===== config.mk =====
export PLATFORM = sky130hd
export DESIGN_NAME = reg_file
export DESIGN_NICKNAME = d
export VERILOG_FILES = /design/src/rtl/cpu_pkg.sv /design/src/rtl/load_scoreboard.sv /design/src/rtl/reg_file.sv
export SDC_FILE = /design/constraint.sdc
export NUM_CORES = 2
export LEC_CHECK = 0
export ABC_CLOCK_PERIOD_IN_PS = 9290
export CAP_MARGIN = 20
export CELL_PAD_IN_SITES_DETAIL_PLACEMENT = 1
export CELL_PAD_IN_SITES_GLOBAL_PLACEMENT = 2
export CORE_MARGIN = 3
export CORE_UTILIZATION = 50
export CTS_CLUSTER_DIAMETER = 60
export CTS_CLUSTER_SIZE = 24
export DETAILED_ROUTE_END_ITERATION = 6
export GPL_TIMING_DRIVEN = 0
export PLACE_DENSITY = 0.83
export SKIP_CTS_REPAIR_TIMING = 1
export SYNTH_ARGS = -nofsm -noshare
export SYNTH_HDL_FRONTEND = slang
export SYNTH_SLANG_ARGS = --single-unit

===== constraint.sdc =====
create_clock -name clk -period 9.29 [get_ports clk]
set_clock_uncertainty 0.05 [all_clocks]
set_input_delay 1.858 -clock clk [delete_from_list [all_inputs] [get_ports clk]]
set_output_delay 1.858 -clock clk [all_outputs]
set_load 0.02 [all_outputs]

===== src/rtl/cpu_pkg.sv =====
// Shared CPU definitions: register addressing and default datapath width.
package cpu_pkg;

    localparam int RAW      = 5;
    localparam int XLEN     = 32;
    localparam int ZERO_REG = 0;

    typedef logic [RAW-1:0] reg_addr_t;

endpackage


===== src/rtl/load_scoreboard.sv =====
// Per-register count of outstanding loads; produces the decode load-use stall.
module load_scoreboard
    import cpu_pkg::*;
#(
    parameter int NREG = 32,
    parameter int CW   = 2
) (
    input  logic      clk,
    input  logic      rst,
    input  reg_addr_t rna,
    input  reg_addr_t rnb,
    input  logic      we,
    input  reg_addr_t wn,
    input  logic      wb_load,
    input  logic      iss_load,
    input  reg_addr_t iss_rd,
    output logic      stall
);

    localparam logic [CW-1:0] PMAX = '1;

    logic [CW-1:0] pend_q [NREG];
    logic [CW-1:0] pend_d [NREG];
    logic          retire;
    logic          busy_a;
    logic          busy_b;
    logic          full;

    // Effective count is non-zero unless the only pending load retires right now;
    // an untracked retire on an empty counter never makes it look busy.
    function automatic logic eff_busy(input logic [CW-1:0] cnt, input logic ret_here);
        eff_busy = (cnt > 1) || ((cnt == 1) && !ret_here);
    endfunction

    // Stall decision from read operands and the saturation guard.
    always_comb begin
        retire = we && wb_load;
        busy_a = (rna != reg_addr_t'(ZERO_REG)) && eff_busy(pend_q[rna], retire && (wn == rna));
        busy_b = (rnb != reg_addr_t'(ZERO_REG)) && eff_busy(pend_q[rnb], retire && (wn == rnb));
        full   = iss_load && (pend_q[iss_rd] == PMAX);
        stall  = !rst && (busy_a || busy_b || full);
    end

    // Counter next state: accepted issue increments, load write-back decrements.
    always_comb begin
        for (int r = 0; r < NREG; r++) begin
            pend_d[r] = pend_q[r];
        end
        for (int r = 1; r < NREG; r++) begin
            if (iss_load && !stall && (iss_rd == reg_addr_t'(r)) &&
                !(retire && (wn == reg_addr_t'(r)))) begin
                pend_d[r] = pend_q[r] + 1'b1;
            end else if (retire && (wn == reg_addr_t'(r)) &&
                         !(iss_load && !stall && (iss_rd == reg_addr_t'(r))) &&
                         (pend_q[r] != '0)) begin
                pend_d[r] = pend_q[r] - 1'b1;
            end
        end
    end

    // Counter state register.
    always_ff @(posedge clk) begin
        if (rst) begin
            for (int r = 0; r < NREG; r++) begin
                pend_q[r] <= '0;
            end
        end else begin
            pend_q <= pend_d;
        end
    end

endmodule


===== src/rtl/reg_file.sv =====
// Register file with write-back bypass on both read ports and a load-use scoreboard.
module reg_file
    import cpu_pkg::*;
#(
    parameter int NREG = 32,
    parameter int DW   = XLEN,
    parameter int CW   = 2
) (
    input  logic          clk,
    input  logic          rst,
    input  logic [4:0]    rna,
    input  logic [4:0]    rnb,
    output logic [DW-1:0] qa,
    output logic [DW-1:0] qb,
    input  logic          we,
    input  logic [4:0]    wn,
    input  logic [DW-1:0] wdi,
    input  logic          wb_load,
    input  logic          iss_load,
    input  logic [4:0]    iss_rd,
    output logic          stall
);

    logic [DW-1:0] mem_q [NREG];

    // Register 0 reads as zero; a same-cycle write to the address wins over the array.
    function automatic logic [DW-1:0] rd_port(input reg_addr_t addr);
        if (addr == reg_addr_t'(ZERO_REG)) begin
            rd_port = '0;
        end else if (we && (wn == addr)) begin
            rd_port = wdi;
        end else begin
            rd_port = mem_q[addr];
        end
    endfunction

    // Array update; reset clears every entry and discards a concurrent write.
    always_ff @(posedge clk) begin
        if (rst) begin
            for (int r = 0; r < NREG; r++) begin
                mem_q[r] <= '0;
            end
        end else if (we && (wn != reg_addr_t'(ZERO_REG))) begin
            mem_q[wn] <= wdi;
        end
    end

    // Read ports present the cleared array while reset is held.
    always_comb begin
        qa = rst ? '0 : rd_port(rna);
        qb = rst ? '0 : rd_port(rnb);
    end

    load_scoreboard #(
        .NREG (NREG),
        .CW   (CW)
    ) u_sb (
        .clk      (clk),
        .rst      (rst),
        .rna      (rna),
        .rnb      (rnb),
        .we       (we),
        .wn       (wn),
        .wb_load  (wb_load),
        .iss_load (iss_load),
        .iss_rd   (iss_rd),
        .stall    (stall)
    );

endmodule

# Word level (Yosys, flattened, before mapping)

Memories as Yosys holds them, arrays and structs flattened.
Cells that the tools add are included.

Flip-flop bits (word level): 62
RAM bits: 1024
Logic and storage cells: 560
Memories: 1

Add/subtract/negate cells: 62
$lt $le $gt $ge: 5
Equality and inequality tests: 67
Multiplexer cells: 85
Bitwise logic cells: 3
Reductions and logical operators: 306

Memories:

| name  | words | bits a word | rd ports | clocked after Yosys merged registers in | write ports | line           | text |
|---|---|---|---|---|---|---|---|
| mem_q | 32    | 32          | 2        | 0                                       | 32          | reg_file.sv:24 | `logic [DW-1:0] mem_q [NREG];` |

Operators with widths:

| kind                                                     | count |
|---|---|
| two-way mux 32 bit                                       | 7 |
| logical AND 1 bit                                        | 168 |
| == test 5 bit, second input constant                     | 32 |
| two-way mux 2 bit                                        | 68 |
| nonzero test 2 bit                                       | 62 |
| == test 5 x 4 -> 1 bit, second input constant            | 16 |
| logical NOT 1 bit                                        | 66 |
| adder 2 x 1 -> 2 bit, second input constant              | 31 |
| subtractor 2 x 1 -> 2 bit, second input constant         | 31 |
| == test 5 x 3 -> 1 bit, second input constant            | 8 |
| OR reduction 32 bit                                      | 1 |
| binary-select mux 2 bit (select 5 bit)                   | 3 |
| == test 5 x 2 -> 1 bit, second input constant            | 4 |
| greater-or-equal comparator 6 bit, second input constant | 3 |
| inverter 5 -> 6 bit                                      | 3 |
| nonzero test 5 bit                                       | 3 |
| == test 5 x 1 -> 1 bit, second input constant            | 2 |
| == test 5 bit                                            | 2 |
| logical NOT 5 bit                                        | 2 |
| two-way mux 1 bit                                        | 6 |
| two-way mux 5 bit                                        | 1 |
| == test 2 x 1 -> 1 bit, second input constant            | 2 |
| > comparator 2 x 1 -> 1 bit, second input constant       | 2 |
| logical OR 1 bit                                         | 4 |
| == test 2 bit, second input constant                     | 1 |

# Logic depth before layout (Yosys ltp)

Depth after elaboration: 19
Mapped depth: 13
Mapped depth without buffers: 8

# By module

A second synthesis with hierarchy kept.

Cells, all modules: 4753
Area total of the unflattened synthesis: 61989.5 um2

Modules (own cells, without submodules):

| module          | instances | cells an instance | area an instance (um2) |
|---|---|---|---|
| reg_file        | 1         | 3999              | 55846.1 |
| load_scoreboard | 1         | 754               | 6143.4 |

# Least setup slack after synthesis

OpenSTA, ideal clock, no wires.

Path kind: input-to-output
Start: in rna[0]
End: out qa[14]
Data arrival time: 4.501 ns
Path slack: 2.881 ns
Cell stages on the path: 10
Path buffers: 8
Path through: buf_2 buf_4 buf_2 buf_2 buf_2 buf_2 buf_2 o31ai_1 clkbuf_1 a211oi_1

Longest elaborated chain between the ends: 5
Elaborated cells between the ends (all ways): 7
Classes of those cells: 1 x eq/ne; 3 x mux; 2 x reduce/logical; 1 x memory

RTL lines:

| element                                                                           | line           | text |
|---|---|---|
| from (decl)                                                                       | reg_file.sv:11 | `input logic [4:0] rna,` |
| parallel branches: the longest is 3 deep, another holds memory read (32 x 32 bit) | --             |  |
| two-way mux 32 bit *                                                              | reg_file.sv:28 | `if (addr == reg_addr_t'(ZERO_REG)) begin` |
| two-way mux 32 bit *                                                              | reg_file.sv:50 | `qa = rst ? '0 : rd_port(rna);` |
| to (decl)                                                                         | reg_file.sv:13 | `output logic [DW-1:0] qa,` |

Every way passes the cells marked *.

# Worst setup path in the final report

Start: in rna[0]
End: out qa[24]

Same word-level chain as after synthesis.

==> results.md <==
- Max IR drop VDD: 158 uV
- Number of CTS-inserted buffers: 111
- Post-synthesis register bit count: roughly 1100
- Dpl hpwl: 190000 um
- Average instance area after synthesis: around 14 sq um
- Upper clock frequency limit: 0.107 GHz
- Setup WS post-layout: -0.0327 ns
- Measured slew at the worst slew-check pin: 1.24 ns
- Async set-reset flop share out of synthesis: 0%
- Number of placed cells counting well taps: around 6000
- Cell area after synthesis: approximately 60000 sq um
- Buffer type at the clock tree root: clkbuf_16
- Detailed-route wire length: 250000 um
- Fillcell total: roughly 11000
- Final GP Congestion: 0.981
- Router iterations before antenna repair: 5
- Critical path peak fanout: 10
- Die Wd: ~350 um
- Number of buffers inserted by port buffering: 105
- Number of nets with antenna violations after routing: 0
- Violations in the final reports: negative setup slack
- Library cell with the largest summed area after synthesis: edfxtp_1
- Area of the die: approximately 130000 sq um
- # clock sinks: ~1100
- Vias per Instance: 7.01
- Synth cell types: 67
- Critical Path Sink Type: output pin
- Final Net Count: approximately 4600
- Final global-route overflow total: 0
- H-tree depth: 3
- Arrival time of the worst setup path: 7.41 ns
- Cell types with the largest area share after synthesis: edfxtp_1 (51%), mux4_2 (21%), and2_1 (10%)
- Cell Chain, Critical Path: buf_2 > buf_4 > buf_2 > buf_2 > clkbuf_4 > buf_2 > buf_2 > o31ai_2 > buf_4 > clkbuf_1 > a21oi_1 > clkdlybuf4s50_1
- Vias: 43900
- Most common library cells after synthesis: edfxtp_1 (1024), and2_1 (998), mux4_2 (573), clkbuf_1 (357), nor2_1 (171)
- Fraction of the yosys area taken by sequential cells: between 50% and 60%
- Post-layout instance count excluding filler cells: 6253
- Post-synth top area share: about 51%
- Max-cap violation count: 0
- Die extent in y: approximately 350 um
- Synthesis warning total: 0
- Core region area: between 100000 and 150000 sq um
- Dominant cell by count in the synthesized netlist: edfxtp_1
- Wire length of the first global-routing pass: 344000 um
- TritonCTS clock tree: built
- Largest incremental delay on the critical path: roughly 0.73 ns
- Buffer levels on the longest clock path: 3
- Critical path's slowest cell: clkdlybuf4s50_1
- Largest net degree at the start of global routing: 23
- Worst Setup Path Type: in -> out
- Clock-pin slew on the worst setup and hold paths: 0.06 ns
- Share of final-layout standard cells stronger than drive strength 1: 22.3%
- Required time at the endpoint of the critical path: 7.38 ns
- Layout overhead on the synthesized area: 14.9%
- Vias in the first global route: 44400
- Drt initial violations: between 7000 and 8000
- Critical path launch point type: input port
- Cell mode on critical path: buf_2
- Number of hold-slack violations in the final timing report: 0
- Top_reg_cell synth: edfxtp_1
- RSZ-0062 raised after global routing: false
- Initial antenna violation count: 18
- DRC violations left: 0
- Post-synth EDFFs: 1024
- Outcome: finished, violations left
- Post-route minimum period: 9.32 ns
- Ratio of total power to cell area: around 180 nW/um^2
- Max transition margin: 17.1%
- Final Max Slew Viols: 0
- GRT Total Usage: 39.6%
- Number of instances in the synthesized netlist: roughly 4200
- Leakage: 23.2 nW
- Number of I/O pins: 122
- Final critical-path share of the clock period: 100%
- Reg2Reg Setup Slack: approximately 5.7 ns
- Insertion delay of the later-clocked pin in the worst-skew pair: 0.77 ns
- Placement row count: 126
- Total negative slack for setup checks: -0.0327 ns
- Type of the tightest min-delay check: reg -> reg
- Starting density of the core: 50.8%
- Average routed wire per standard cell: roughly 40 um
- Final Setup Violations: 1
-- registers in the layout (all words and copies together) (netlist names) --
name	count
mem_q	1024
u_sb.pend_q	62
-- layout make-up --
class / count / area, sq um / area share [%]
clock inverter: 79 / 903 / 1.30
timing repair buffer: 186 / 2580 / 3.71
buffer: 446 / 1800 / 2.59
tap: 1600 / 2000 / 2.88
antenna: 5 / 12.5 / 0.0180
inverter: 4 / 15.0 / 0.0216
sequential: 1086 / 32000 / 46.1
multi-input combinational: 2719 / 27200 / 39.2
clock buffer: 128 / 2930 / 4.22
-- critical path: cells and delay by family --
family / cells / cell delay (ns)
AO/OA/AOI/OAI: 2 / 0.83
buffers and inverters: 10 / 4.67
-- routing by layer --
layer	up-vias	wire (um)	track usage [%]
met5	-	65	0
met4	10	14700	19.4
met3	715	30100	11.2
met2	2984	114000	61.5
met1	23100	90200	51.5
li1	17000	-	-
-- layout by cell type, fill, tap and decap left out, types with 36 or more instances in the layout --
master           netlist  final
mux4_2               573    573
nand2_1              107    107
edfxtp_1            1024   1024
mux2_2                38     38
nor3_1                38     38
a21oi_1               53     52
dfxtp_1               62     62
clkdlybuf4s50_1        0    105
a211oi_1              83     76
a221oi_1              40     38
buf_8                  0     36
buf_2                 41     41
clkbuf_16              0    115
buf_1                 45     37
clkbuf_1             357    357
mux2i_1              153    153
and2_1               998    998
nor2_1               171    171
-- metrics by stage --
stage / worst slack (ns) / power [mW] / utilization [%] / hold WS (ns) / area (sq um)
after floorplan: 2.88 / 6.76 / - / 0.442 / 60600
after global placement: -0.838 / 7.51 / 53.4 / 0.490 / 63600
after detailed placement: -0.537 / 7.61 / 54.9 / 0.507 / 65300
after CTS: -0.552 / 12.3 / 58.1 / 0.514 / 69200
after global routing: 0.0168 / 12.6 / 58.3 / 0.550 / 69400
final: -0.0327 / 12.4 / 58.3 / 0.516 / 69400
-- final timing paths --
| path | cells past startpoint | from | endpoint |
|---|---|---|---|
| max | 12 | rna[0] | qa[24] |
| min | 2 | u_sb.pend_q[46] | u_sb.pend_q[47] |
| max reg2reg | 9 | u_sb.pend_q[36] | u_sb.pend_q[52] |
| min reg2reg | 2 | u_sb.pend_q[46] | u_sb.pend_q[47] |
-- where the power goes --
part / total (mW) / switching, mW / internal [mW]
sequential: 5.74 / 0.141 / 5.60
combinational: 1.86 / 1.13 / 0.726
clock: 4.81 / 2.27 / 2.54
-- logic make-up after synthesis --
kind of cell,after synthesis,share of synthesized area (%)
buffers and inverters,452,2.94
xor gates and xnor gates,28,0.406
DFF,1086,52.9
muxes,765,24.6
other,1,0.00620
AOI/OAI and AO/OA,399,4.76
and+or+nand+nor,1495,14.3
Power figures use the tool's default switching activity.
